--- config.mk ---
export PLATFORM = sky130hd
export DESIGN_NAME = board_renderer
export DESIGN_NICKNAME = d
export VERILOG_FILES = /design/src/rtl/board_pkg.sv /design/src/rtl/board_cell_locator.sv /design/src/rtl/board_renderer.sv
export SDC_FILE = /design/constraint.sdc
export NUM_CORES = 1
export LEC_CHECK = 0
export BUFFER_PORTS_ARGS = -buffer_cell sky130_fd_sc_hd__buf_4
export CAP_MARGIN = 20
export CORE_UTILIZATION = 56
export CTS_CLUSTER_DIAMETER = 120
export DETAILED_ROUTE_END_ITERATION = 8
export HOLD_SLACK_MARGIN = 0.08
export PLACE_DENSITY = 0.89
export SYNTH_ARGS = -nofsm -noshare
export SYNTH_HDL_FRONTEND = slang
export SYNTH_SLANG_ARGS = --single-unit
--- constraint.sdc ---
create_clock -name clk -period 4 [get_ports clk]
set_clock_uncertainty 0.2 [all_clocks]
set_input_delay 0.8 -clock clk [delete_from_list [all_inputs] [get_ports clk]]
set_output_delay 0.8 -clock clk [all_outputs]
set_load 0.1 [all_outputs]
--- src/rtl/board_pkg.sv ---
// Shared types and colours for the two-board renderer.
//   cell_t   : 2-bit cell state as stored in the flattened board vectors
//   region_t : screen region a pixel falls into
//   rgb_t    : packed 24-bit colour {r, g, b}
// Colour helpers map a cell state to its on-screen colour for each board.
package board_pkg;

   typedef enum logic [1:0] {
      AGUA               = 2'd0,
      BARCO              = 2'd1,
      CASILLA_SELECCION  = 2'd2,
      CASILLA_CONFIRMADA = 2'd3
   } cell_t;

   typedef enum logic [1:0] {
      NONE    = 2'd0,
      PLAYER  = 2'd1,
      DIVIDER = 2'd2,
      PC      = 2'd3
   } region_t;

   typedef struct packed {
      logic [7:0] r;
      logic [7:0] g;
      logic [7:0] b;
   } rgb_t;

   localparam rgb_t COL_BLACK    = 24'h000000;
   localparam rgb_t COL_WHITE    = 24'hFFFFFF;
   localparam rgb_t COL_PREVIEW  = 24'hFF8C00;
   localparam rgb_t COL_CONFLICT = 24'hFF0000;

   localparam rgb_t COL_P_AGUA  = 24'h0000FF;
   localparam rgb_t COL_P_BARCO = 24'h00FF00;
   localparam rgb_t COL_P_SELEC = 24'hFF0000;
   localparam rgb_t COL_P_CONF  = 24'hFFFF00;

   localparam rgb_t COL_PC_AGUA  = 24'h202020;
   localparam rgb_t COL_PC_BARCO = 24'h800080;
   localparam rgb_t COL_PC_SELEC = 24'hFFFF00;
   localparam rgb_t COL_PC_CONF  = 24'hFFA500;

   function automatic rgb_t player_colour(input cell_t c);
      case (c)
         AGUA:              return COL_P_AGUA;
         BARCO:             return COL_P_BARCO;
         CASILLA_SELECCION: return COL_P_SELEC;
         default:           return COL_P_CONF;
      endcase
   endfunction

   // Hidden PC ships are indistinguishable from open water.
   function automatic rgb_t pc_colour(input cell_t c, input logic reveal);
      case (c)
         AGUA:              return COL_PC_AGUA;
         BARCO:             return reveal ? COL_PC_BARCO : COL_PC_AGUA;
         CASILLA_SELECCION: return COL_PC_SELEC;
         default:           return COL_PC_CONF;
      endcase
   endfunction

endpackage

--- src/rtl/board_cell_locator.sv ---
// Combinational pixel locator: maps (x, y) to the screen region, the cell
// row/column inside that board and whether the pixel is cell interior
// (as opposed to the frame band at the top/left of each pitch).
// Ports:
//   x, y     in   COORD_W  pixel coordinate
//   region   out  2        region_t encoding (NONE, PLAYER, DIVIDER, PC)
//   row, col out  3        cell indices, valid when region is a board
//   interior out  1        1 when both offsets inside the pitch are >= FRAME_PX
module board_cell_locator
   import board_pkg::*;
#(
   parameter int BOARD_SIZE = 5,
   parameter int CELL_PX    = 58,
   parameter int FRAME_PX   = 4,
   parameter int LINE_PX    = 2,
   parameter int COORD_W    = 10
)(
   input  logic [COORD_W-1:0] x,
   input  logic [COORD_W-1:0] y,
   output logic [1:0]         region,
   output logic [2:0]         row,
   output logic [2:0]         col,
   output logic               interior
);

   localparam int PITCH   = CELL_PX + FRAME_PX;
   localparam int BOARD_W = BOARD_SIZE * PITCH;
   localparam int PC_X0   = BOARD_W + LINE_PX;

   logic [31:0] xw, yw, x_local, x_off, y_off;
   logic [BOARD_SIZE-1:0] col_ge, row_ge;
   region_t region_c;
   logic [2:0] row_c, col_c;

   assign xw = 32'(x);
   assign yw = 32'(y);

   // The divider is drawn full height; the boards only cover y < BOARD_W.
   always_comb begin
      region_c = NONE;
      x_local  = '0;
      if (xw >= 32'(BOARD_W) && xw < 32'(PC_X0)) begin
         region_c = DIVIDER;
      end else if (yw < 32'(BOARD_W)) begin
         if (xw < 32'(BOARD_W)) begin
            region_c = PLAYER;
            x_local  = xw;
         end else if (xw >= 32'(PC_X0) && xw < 32'(PC_X0 + BOARD_W)) begin
            region_c = PC;
            x_local  = xw - 32'(PC_X0);
         end
      end
   end

   // Thermometer of pitch boundaries replaces a divide by PITCH.
   genvar gi;
   generate
      for (gi = 0; gi < BOARD_SIZE; gi++) begin : g_bound
         assign col_ge[gi] = (x_local >= 32'(gi * PITCH));
         assign row_ge[gi] = (yw >= 32'(gi * PITCH));
      end
   endgenerate

   always_comb begin
      row_c = '0;
      col_c = '0;
      for (int k = 1; k < BOARD_SIZE; k++) begin
         if (row_ge[k]) row_c = 3'(k);
         if (col_ge[k]) col_c = 3'(k);
      end
   end

   assign x_off    = x_local - (32'(col_c) * 32'(PITCH));
   assign y_off    = yw - (32'(row_c) * 32'(PITCH));
   assign interior = (x_off >= 32'(FRAME_PX)) && (y_off >= 32'(FRAME_PX));
   assign region   = region_c;
   assign row      = row_c;
   assign col      = col_c;

endmodule

--- src/rtl/board_renderer.sv ---
// Two-board battleship pixel renderer (player | divider | PC), 2-cycle latency,
// one pixel per clock. Board, cursor and placement inputs are snapshotted on
// frame_start_i so a whole frame is drawn from one consistent state.
// Optional feature macro: CURSOR_BLINK_EN (blinking cursor; otherwise solid).
// Ports:
//   clk, rst_n                 pixel clock, asynchronous active-low reset
//   pix_valid_i, x_i, y_i      pixel request
//   frame_start_i              start of vertical blank, triggers snapshot/blink
//   player_board_i, pc_board_i flattened 2-bit cell states, cell (r,c) at 2*(r*N+c)
//   cursor_row_i/col_i         cursor on player board
//   place_active_i/len_i/vert_i placement preview controls
//   reveal_pc_i                show PC ships (live, not snapshotted)
//   pix_valid_o, r_o, g_o, b_o rendered pixel, 2 cycles after request
module board_renderer
   import board_pkg::*;
#(
   parameter int BOARD_SIZE   = 5,
   parameter int CELL_PX      = 58,
   parameter int FRAME_PX     = 4,
   parameter int LINE_PX      = 2,
   parameter int COORD_W      = 10,
   parameter int BLINK_FRAMES = 30
)(
   input  logic                                clk,
   input  logic                                rst_n,
   input  logic                                pix_valid_i,
   input  logic [COORD_W-1:0]                  x_i,
   input  logic [COORD_W-1:0]                  y_i,
   input  logic                                frame_start_i,
   input  logic [2*BOARD_SIZE*BOARD_SIZE-1:0]  player_board_i,
   input  logic [2*BOARD_SIZE*BOARD_SIZE-1:0]  pc_board_i,
   input  logic [2:0]                          cursor_row_i,
   input  logic [2:0]                          cursor_col_i,
   input  logic                                place_active_i,
   input  logic [2:0]                          place_len_i,
   input  logic                                place_vert_i,
   input  logic                                reveal_pc_i,
   output logic                                pix_valid_o,
   output logic [7:0]                          r_o,
   output logic [7:0]                          g_o,
   output logic [7:0]                          b_o
);

   localparam int CELLS      = BOARD_SIZE * BOARD_SIZE;
   localparam int BOARD_BITS = 2 * CELLS;
   localparam int SEL_W      = $clog2(BOARD_BITS);

   // ---------------- frame snapshot ----------------
   logic [BOARD_BITS-1:0] player_snap_reg, pc_snap_reg;
   logic [2:0]            cur_r_reg, cur_c_reg, len_reg;
   logic                  place_active_reg, place_vert_reg;

   always_ff @(posedge clk or negedge rst_n) begin
      if (!rst_n) begin
         player_snap_reg  <= {CELLS{AGUA}};
         pc_snap_reg      <= {CELLS{AGUA}};
         cur_r_reg        <= '0;
         cur_c_reg        <= '0;
         len_reg          <= '0;
         place_active_reg <= 1'b0;
         place_vert_reg   <= 1'b0;
      end else if (frame_start_i) begin
         player_snap_reg  <= player_board_i;
         pc_snap_reg      <= pc_board_i;
         cur_r_reg        <= cursor_row_i;
         cur_c_reg        <= cursor_col_i;
         len_reg          <= place_len_i;
         place_active_reg <= place_active_i;
         place_vert_reg   <= place_vert_i;
      end
   end

   // ---------------- cursor blink ----------------
   logic blink_on;

`ifdef CURSOR_BLINK_EN
   localparam int CNT_W = (BLINK_FRAMES > 1) ? $clog2(BLINK_FRAMES) : 1;
   logic [CNT_W-1:0] blink_cnt_reg;
   logic             blink_on_reg;

   always_ff @(posedge clk or negedge rst_n) begin
      if (!rst_n) begin
         blink_cnt_reg <= '0;
         blink_on_reg  <= 1'b1;
      end else if (frame_start_i) begin
         if (blink_cnt_reg == CNT_W'(BLINK_FRAMES - 1)) begin
            blink_cnt_reg <= '0;
            blink_on_reg  <= ~blink_on_reg;
         end else begin
            blink_cnt_reg <= blink_cnt_reg + 1'b1;
         end
      end
   end

   assign blink_on = blink_on_reg;
`else
   assign blink_on = 1'b1;
`endif

   // ---------------- stage 1: locate ----------------
   logic [1:0] loc_region;
   logic [2:0] loc_row, loc_col;
   logic       loc_interior;

   board_cell_locator #(
      .BOARD_SIZE (BOARD_SIZE),
      .CELL_PX    (CELL_PX),
      .FRAME_PX   (FRAME_PX),
      .LINE_PX    (LINE_PX),
      .COORD_W    (COORD_W)
   ) u_locator (
      .x        (x_i),
      .y        (y_i),
      .region   (loc_region),
      .row      (loc_row),
      .col      (loc_col),
      .interior (loc_interior)
   );

   logic       valid_s1_reg, interior_s1_reg;
   region_t    region_s1_reg;
   logic [2:0] row_s1_reg, col_s1_reg;

   always_ff @(posedge clk or negedge rst_n) begin
      if (!rst_n) begin
         valid_s1_reg    <= 1'b0;
         region_s1_reg   <= NONE;
         row_s1_reg      <= '0;
         col_s1_reg      <= '0;
         interior_s1_reg <= 1'b0;
      end else begin
         valid_s1_reg    <= pix_valid_i;
         region_s1_reg   <= region_t'(loc_region);
         row_s1_reg      <= loc_row;
         col_s1_reg      <= loc_col;
         interior_s1_reg <= loc_interior;
      end
   end

   // ---------------- stage 2: colour ----------------
   logic [SEL_W-1:0] cell_sel;
   cell_t            player_cell, pc_cell;
   logic [3:0]       row_e, col_e, cur_r_e, cur_c_e, len_e;
   logic             in_preview, is_cursor;
   rgb_t             colour_next;

   assign cell_sel    = SEL_W'(2 * (int'(row_s1_reg) * BOARD_SIZE + int'(col_s1_reg)));
   assign player_cell = cell_t'(player_snap_reg[cell_sel +: 2]);
   assign pc_cell     = cell_t'(pc_snap_reg[cell_sel +: 2]);

   // One extra bit so cursor+len never wraps; cells beyond the board never
   // reach this point, which clips the preview at the edge.
   assign row_e   = {1'b0, row_s1_reg};
   assign col_e   = {1'b0, col_s1_reg};
   assign cur_r_e = {1'b0, cur_r_reg};
   assign cur_c_e = {1'b0, cur_c_reg};
   assign len_e   = {1'b0, len_reg};

   always_comb begin
      in_preview = 1'b0;
      if (place_active_reg) begin
         if (place_vert_reg)
            in_preview = (col_s1_reg == cur_c_reg) && (row_e >= cur_r_e)
                         && (row_e < cur_r_e + len_e);
         else
            in_preview = (row_s1_reg == cur_r_reg) && (col_e >= cur_c_e)
                         && (col_e < cur_c_e + len_e);
      end
   end

   assign is_cursor = !place_active_reg && (row_s1_reg == cur_r_reg)
                      && (col_s1_reg == cur_c_reg);

   always_comb begin
      colour_next = COL_BLACK;
      if (valid_s1_reg) begin
         case (region_s1_reg)
            DIVIDER: colour_next = COL_BLACK;
            NONE:    colour_next = COL_WHITE;
            PLAYER: begin
               if (!interior_s1_reg)
                  colour_next = COL_WHITE;
               else if (in_preview)
                  colour_next = (player_cell == BARCO) ? COL_CONFLICT : COL_PREVIEW;
               else if (is_cursor && blink_on)
                  colour_next = COL_WHITE;
               else
                  colour_next = player_colour(player_cell);
            end
            default: begin
               if (!interior_s1_reg)
                  colour_next = COL_WHITE;
               else
                  colour_next = pc_colour(pc_cell, reveal_pc_i);
            end
         endcase
      end
   end

   logic valid_s2_reg;
   rgb_t rgb_reg;

   always_ff @(posedge clk or negedge rst_n) begin
      if (!rst_n) begin
         valid_s2_reg <= 1'b0;
         rgb_reg      <= COL_BLACK;
      end else begin
         valid_s2_reg <= valid_s1_reg;
         rgb_reg      <= colour_next;
      end
   end

   assign pix_valid_o = valid_s2_reg;
   assign r_o         = rgb_reg.r;
   assign g_o         = rgb_reg.g;
   assign b_o         = rgb_reg.b;

endmodule

==> flow_summary.json, run 1 <==
{
  "synth_edf_count": 0,
  "numCtsBuffers": 17,
  "core_sq_mm": 0.0139,
  "fp.dieW_um": 122,
  "cts-root-buf": "clkbuf_16",
  "seq_area_frac_synth": 0.414,
  "ios": 161,
  "final_util": 0.781,
  "grt_max_degree": 72,
  "crit_path_end_kind": "flip-flop",
  "cts_hold_buf": 0,
  "area_growth_pct": 35.2,
  "die-area_sq_mm": 0.0148,
  "drt_iter0_drc": 295,
  "clock_latency_ps": 420,
  "slew_headroom": 0.459,
  "fmax_ghz": 0.177,
  "finalCriticalPeriod_ps": 5660,
  "first_pass_iters": 5,
  "cts_sinks": 133,
  "regToRegStartpoint": "row_s1_reg[0]",
  "mostFrequentLayoutCells": "buf_4, dfrtp_1, mux2_2, ha_1, nor2_1",
  "path_max_fanout": 4,
  "netlist_area_sq_mm": 0.00805,
  "r2r_slack_ps": 160,
  "gp_routability_congestion": 0.856,
  "async_flop_share": 1.00,
  "slowest_stage": "fa_2",
  "clkSlewWorstSetupHoldPaths_ps": 60,
  "overflow": 0,
  "fin_nets": 1101,
  "first_global_vias": 6739,
  "slowest_delay_ps": 530,
  "avgViaCountPerCell": 5.77,
  "critical_path_arrival_ps": 5760,
  "drc_errors": 0,
  "synth.distinct_cells": 67,
  "hpwl_mm": 14.9,
  "tightest_slew_ps": 811,
  "final_common_cell": "buf_4",
  "startpoint": "x_i[6]",
  "clockBufferDepth": 2,
  "drive_gt1_frac": 0.507,
  "p_leak_nw": 5.10,
  "cp-start-kind": "input pin",
  "critPathTopFamily": "simple AND/OR/NAND/NOR gates",
  "rsz0062_at_grt": "yes",
  "finalMaxSlewViolations": 0,
  "io_buffers": 159,
  "place_ws_ps": -2400,
  "timing.final.ws_setup_ps": -1660,
  "finalInstanceArea_sq_mm": 0.0109,
  "diodes": 0,
  "postRouteAntennaNets": 0,
  "cts_tree": "yes",
  "cp.required_ps": 4090,
  "power.density_mw_per_mm2": 429,
  "path_class": "in2reg",
  "antenna_found_initial": 0,
  "start_util": 0.577,
  "ys.flop_type": "dfrtp_1",
  "wl_mm": 20.5,
  "hold_viol_final": 0,
  "htreeDepth": 4,
  "violations": "negative setup slack",
  "wl_per_cell_um": 18.8,
  "fin_crit_sh": 1.42,
  "status": "finished with violations",
  "cpMostUsedCell": "ha_4",
  "grt_usage": 0.295,
  "chipHeight_um": 122,
  "setup_viol": 1,
  "avgSynthCellArea_sq_um": 12.1,
  "ys_seq_elements": 133,
  "rows": 43,
  "crit_buf_inv": 3,
  "netlist_instances": 664,
  "max-vdd-ir-drop_mv": 0.334,
  "min_path_type": "in2async",
  "dpl_cell_area_sq_mm": 0.0101,
  "grt_pass1_wl_mm": 33.0,
  "vias": 6295,
  "yosysWarningCount": 0,
  "maxCapViolCount": 0
}
## where the power goes
| group | internal, W | switching (W) |
|---|---|---|
| clock network | 0.00103 | 0.000584 |
| registers | 0.00148 | 0.0000856 |
| logic | 0.000675 | 0.000810 |
## timing repair
item                                    CTS  global route
endpoints found under the setup margin    1             1
gates cloned                              0             0
buffers inserted                          7             2
pin swaps                                13             7
gates resized for setup                  17             5
## cell usage after synthesis, types with 5 or more instances
master	number	area, sq um
inv_1	32	120
ha_1	58	726
clkbuf_1	17	63.8
nor3_1	12	60.1
nor2_1	35	131
or2_2	5	31.3
xnor2_1	9	78.8
a21o_1	6	45.0
fa_1	9	180
buf_2	5	25.0
nand2_1	28	105
and3_1	5	31.3
a22oi_1	5	37.5
o21ai_0	19	95.1
nand3_1	9	45.0
nor2b_1	8	50.1
dfrtp_1	133	3330
mux4_2	19	428
buf_4	16	120
mux4_1	6	158
a21oi_1	16	80.1
mux2i_1	12	120
mux2_2	109	1230
xor2_1	7	61.3
nand2b_1	12	75.1
## cell families after synthesis
logic type      Yosys count  synth area share
compound gates           97            0.0862
xor+xnor                 16            0.0174
fa+ha+maj                68             0.114
buf+inv                  74            0.0456
flops                   133             0.414
mux                     148             0.245
other cells               1          0.000466
simple gates            127            0.0779
## worst paths after layout
kind	cells after the start	to
max	26	interior_s1_reg
min	1	pc_snap_reg[7]
max reg2reg	9	r_o[7]
min reg2reg	1	pc_snap_reg[2]
max in group asynchronous	2	g_o[3]
min in group clk	1	valid_s1_reg
## metal layers
layer	vias to the layer above	track usage	routed length, um
met5	-	0	0
met4	0	0.140	746
met3	62	0.0590	1050
met2	239	0.509	10500
met1	3099	0.351	8200
li1	2895	-	-
## area by class of cell
class,count,area (sq um)
Sequential cell,133,3330
Timing Repair Buffer,256,1960
Tap cell,180,225
Multi-Input combinational cell,458,4620
Inverter,32,120
Fill cell,839,3060
Clock buffer,20,467
Clock inverter,12,153
## metrics by stage
step                      cells  total power (W)  TNS (ps)  hold WS (ps)
after CTS                  1089          0.00467     -1690           284
final                      1091          0.00466     -1660           260
after detailed placement   1050          0.00302     -2400           279
after global routing       1091          0.00486     -2010           281
after global placement     1050          0.00295     -2190           270
after floorplan             665          0.00255     -1940           230
No activity file was read; power rests on OpenSTA's default activity.
==> run 2: changes to the inputs <==
--- a/config.mk
+++ b/config.mk
@@ -8,4 +8,5 @@
 export BUFFER_PORTS_ARGS = -buffer_cell sky130_fd_sc_hd__buf_4
 export CAP_MARGIN = 20
+export CORE_MARGIN = 1.5
 export CORE_UTILIZATION = 56
 export CTS_CLUSTER_DIAMETER = 120
@@ -13,4 +14,5 @@
 export HOLD_SLACK_MARGIN = 0.08
 export PLACE_DENSITY = 0.89
+export SKIP_CTS_REPAIR_TIMING = 1
 export SYNTH_ARGS = -nofsm -noshare
 export SYNTH_HDL_FRONTEND = slang
==> constraint.sdc (replaced) <==
create_clock -name clk -period 4 [get_ports clk]
set_clock_uncertainty 0.2 [all_clocks]
set_input_delay 0.6 -clock clk [delete_from_list [all_inputs] [get_ports clk]]
set_output_delay 0.6 -clock clk [all_outputs]
set_load 0.1 [all_outputs]
==> flow_summary.json, run 2 (synthesis gave the netlist of run 1 again) <==
{
  "gp_routability_congestion": 0.870,
  "slowest_stage": "o211ai_1",
  "ios": 161,
  "path_class": "in2reg",
  "path_max_fanout": 6,
  "drive_gt1_frac": 0.493,
  "fin_nets": 1095,
  "mostFrequentLayoutCells": "buf_4, dfrtp_1, mux2_2, ha_1, nor2_1",
  "final_common_cell": "buf_4",
  "wl_met2_mm": 10.9,
  "grt_usage": 0.293,
  "first_global_vias": 6724,
  "finalMaxSlewViolations": 0,
  "tightest_slew_ps": 904,
  "cts_sinks": 133,
  "status": "finished with violations",
  "wl_per_cell_um": 19.4,
  "cts_tree": "yes",
  "drc_errors": 0,
  "highest_layer": "met4",
  "vias": 6290,
  "fp.dieW_um": 123,
  "critical_path_arrival_ps": 5920,
  "htreeDepth": 4,
  "violations": "negative setup slack",
  "antenna_found_initial": 1,
  "dpl_cell_area_sq_mm": 0.0100,
  "wl_mm": 21.0,
  "rows": 43,
  "critPathTopFamily": "compound AO/OA/AOI/OAI gates",
  "fin_crit_sh": 1.46,
  "rsz0062_at_grt": "yes",
  "numCtsBuffers": 17,
  "grt_max_degree": 73,
  "maxCapViolCount": 0,
  "start_util": 0.577,
  "core_sq_mm": 0.0139,
  "io_buffers": 159,
  "overflow": 0,
  "cp.required_ps": 4100,
  "fin_total_pwr_w": 0.00475,
  "p_leak_nw": 5.06,
  "area_growth_pct": 34.2,
  "postRouteAntennaNets": 0,
  "cts-root-buf": "clkbuf_16",
  "chipHeight_um": 123,
  "clock_latency_ps": 430,
  "hpwl_mm": 15.6,
  "first_pass_iters": 5,
  "timing.final.ws_setup_ps": -1830,
  "cp-start-kind": "input pin",
  "drt_iter0_drc": 447,
  "route.met3.wl_mm": 1.12,
  "clockBufferDepth": 2,
  "clkSlewWorstSetupHoldPaths_ps": 60,
  "slowest_delay_ps": 500,
  "die-area_sq_mm": 0.0151,
  "max-vdd-ir-drop_mv": 0.338,
  "slew_headroom": 0.398,
  "finalInstanceArea_sq_mm": 0.0108,
  "crit_buf_inv": 3,
  "hold_viol_final": 0,
  "grt_pass1_wl_mm": 33.4,
  "finalCriticalPeriod_ps": 5830,
  "setup_viol": 1,
  "met1_length_mm": 8.29,
  "min_path_type": "in2async",
  "fmax_ghz": 0.172,
  "avgViaCountPerCell": 5.79,
  "crit_path_end_kind": "flip-flop",
  "power.density_mw_per_mm2": 440
}
run 2: area by class of cell:
class	count	area, sq um
Timing Repair Buffer	250	1930
Inverter	32	120
Multi-Input combinational cell	458	4550
Antenna cell	1	2.50
Fill cell	804	3140
Sequential cell	133	3330
Clock inverter	12	176
Tap cell	180	225
Clock buffer	20	457
run 2: routing by layer:
metal / up-vias / track usage
li1: 2881 / -
met1: 3136 / 0.347
met2: 224 / 0.517
met3: 49 / 0.0655
met4: 0 / 0.113
met5: - / 0
run 2: through the flow:
stage	worst slack (ps)	std cells	TNS (ps)	hold WS [ps]	util
final	-1830	1086	-1830	80.7	0.775
after global routing	-1980	1085	-1980	150	0.775
after CTS	-1950	1078	-1950	83.6	0.766
after detailed placement	-2290	1046	-2290	265	0.720
after global placement	-2020	1046	-2020	269	0.720
after floorplan	-1740	665	-1740	104	-
run 2: final timing paths:
kind | endpoint | cells past startpoint | from | slack [ps]
max reg2reg | b_o[5] | 10 | row_s1_reg[2] | 350
min | pc_snap_reg[5] | 1 | rst_n | 80
min in group clk | cur_c_reg[2] | 3 | cursor_col_i[2] | 190
min reg2reg | pix_valid_o | 0 | valid_s1_reg | 300
max | interior_s1_reg | 27 | x_i[3] | -1830
max in group asynchronous | pc_snap_reg[32] | 2 | rst_n | 2480
run 2: power by group:
group / switching (W) / internal (W)
sequential: 0.0000858 / 0.00148
combinational: 0.000815 / 0.000690
clock: 0.000604 / 0.00108
total: 0.00151 / 0.00325
run 2: worst register-to-register path, delay by kind of cell (launching register included):
kind	cells	cell delay (ps)
buffers and inverters	1	260
AOI/OAI and AO/OA	1	190
and+or+nand+nor	2	280
DFF	1	450
xor gates and xnor gates	1	270
muxes	2	820
adders and majority gates	3	1080
==> run 3: changes to the inputs <==
SKIP_CTS_REPAIR_TIMING = not set   (was 1)
==> flow_summary.json, run 3 (synthesis gave the netlist of run 1 again) <==
{
  "critical_path_arrival_ps": 5890,
  "p_sw_w": 0.00151,
  "pwr-share-comb": 0.318,
  "power.share.switching": 0.317,
  "cp-start-kind": "input pin",
  "antenna_found_initial": 0,
  "avgViaCountPerCell": 5.82,
  "p_leak_nw": 5.09,
  "seq_power_share": 0.329,
  "vias": 6337,
  "whs_ps": 81.1,
  "power_frac_clock": 0.353,
  "grt_pass1_wl_mm": 34.1,
  "clockBufferDepth": 2,
  "diodes": 0,
  "maxCapViolCount": 0,
  "min_path_type": "in2async",
  "crit_path_end_kind": "flip-flop",
  "timing.rr.end": "b_o[5]",
  "die-area_sq_mm": 0.0151,
  "mostFrequentLayoutCells": "buf_4, dfrtp_1, mux2_2, ha_1, nor2_1",
  "drt_iter0_drc": 399,
  "place_ws_ps": -2290,
  "cts-root-buf": "clkbuf_16",
  "drive_gt1_frac": 0.507,
  "power.density_mw_per_mm2": 437,
  "grt_usage": 0.300,
  "final_util": 0.782,
  "io_buffers": 159,
  "htreeDepth": 4,
  "path_max_fanout": 7,
  "path_class": "in2reg",
  "first_pass_iters": 5,
  "clkSlewWorstSetupHoldPaths_ps": 60,
  "ff2ff_path_depth": 10,
  "drc_errors": 0,
  "fp.dieW_um": 123,
  "max-vdd-ir-drop_mv": 0.338,
  "regToRegStartpoint": "row_s1_reg[2]",
  "p_int_w": 0.00325,
  "hpwl_mm": 15.6,
  "wl_per_cell_um": 19.6,
  "violations": "negative setup slack",
  "wl_mm": 21.4,
  "cp.required_ps": 4100,
  "first_global_vias": 6845,
  "overflow": 0,
  "start_util": 0.577,
  "clock_latency_ps": 430,
  "fin_nets": 1099,
  "fin_total_pwr_w": 0.00476,
  "area_growth_pct": 35.5,
  "fmax_ghz": 0.173,
  "final_common_cell": "buf_4",
  "r2r_slack_ps": 360,
  "finalCriticalPeriod_ps": 5790,
  "timing.final.ws_setup_ps": -1790,
  "cts_tree": "yes",
  "cp-endpoint": "interior_s1_reg",
  "ios": 161,
  "hold_viol_final": 0,
  "status": "finished with violations",
  "postRouteAntennaNets": 0,
  "rows": 43,
  "finalMaxSlewViolations": 0,
  "setup_viol": 1,
  "chipHeight_um": 123,
  "gp_routability_congestion": 0.870,
  "rsz0062_at_grt": "yes",
  "cts_sinks": 133,
  "tightest_slew_ps": 906,
  "slew_headroom": 0.396,
  "fin_crit_sh": 1.45,
  "core_sq_mm": 0.0139,
  "numCtsBuffers": 17,
  "startpoint": "x_i[3]",
  "grt_max_degree": 73
}
## run 3: cell count changes in the layout (fill, tap and decap cells not counted), sizes merged
cell | previous run | this run
buf | 249 | 253
diode | 1 | 0
## run 3: power by group through the flow
stage / registers, W / clock network [W] / logic, W
global placement: 0.00157 / 0 / 0.00138
finish: 0.00157 / 0.00168 / 0.00151
floorplan: 0.00167 / 0 / 0.000877
CTS: 0.00157 / 0.00169 / 0.00150
global route: 0.00158 / 0.00175 / 0.00162
detailed placement: 0.00159 / 0 / 0.00145
## run 3: layout make-up
class | count | area [sq um]
Clock buffer | 20 | 457
Multi-Input combinational cell | 458 | 4630
Timing Repair Buffer | 254 | 1960
Fill cell | 784 | 3040
Inverter | 32 | 120
Clock inverter | 12 | 176
Tap cell | 180 | 225
Sequential cell | 133 | 3330
## run 3: layer usage
metal	share of wire	up-vias	GRT usage
li1	-	2878	-
met1	0.39	3166	0.353
met2	0.53	241	0.530
met3	0.053	52	0.0655
met4	0.032	0	0.121
met5	0	-	0
## run 3: through the flow
| stage | TNS [ps] | instance area (sq um) | std cells |
|---|---|---|---|
| after floorplan | -1740 | 8200 | 665 |
| after global placement | -2020 | 10000 | 1046 |
| after detailed placement | -2290 | 10000 | 1046 |
| after CTS | -1460 | 10800 | 1087 |
| after global routing | -1920 | 10900 | 1089 |
| final | -1790 | 10900 | 1089 |
## run 3: worst min path at each step
| stage | depth (start not counted) | endpoint | start |
|---|---|---|---|
| 2_1_floorplan | 0 | b_o[5] | rst_n |
| 3_5_place_dp | 0 | pix_valid_o | valid_s1_reg |
| 5_1_grt | 1 | pc_snap_reg[5] | rst_n |
| 6_report | 1 | pc_snap_reg[5] | rst_n |
| 4_1_cts | 1 | valid_s1_reg | pix_valid_i |
| 3_3_place_gp | 0 | pix_valid_o | valid_s1_reg |
## run 3: worst max-delay path, cell delays in order
cell and delay (ps):
buf_4 90, buf_4 160, and3_1 200, buf_4 130, o32ai_1 60, o21ai_0 560, o21ai_0 190, mux2_4 310
o2bb2ai_4 170, ha_4 250, ha_4 160, fa_2 360, a21o_1 180, a21oi_2 150, xor2_1 230, ha_2 330
a21o_1 180, o41ai_2 60, nand2b_4 210, nand2_1 60, ha_1 290, nor2_2 120, nand4_1 120, nor4_2 170
o21ai_1 150, nor4_2 270, a31oi_1 130
## run 3: timing repair
action / 4_1_cts / 5_1_grt
resized for setup: 18 / 6
hold buffers: 0 / 1
buffers inserted: 9 / 1
gates cloned: 0 / 0
setup endpoints to repair: 1 / 1
pin swaps: 20 / 4
hold endpoints to repair: 0 / 1
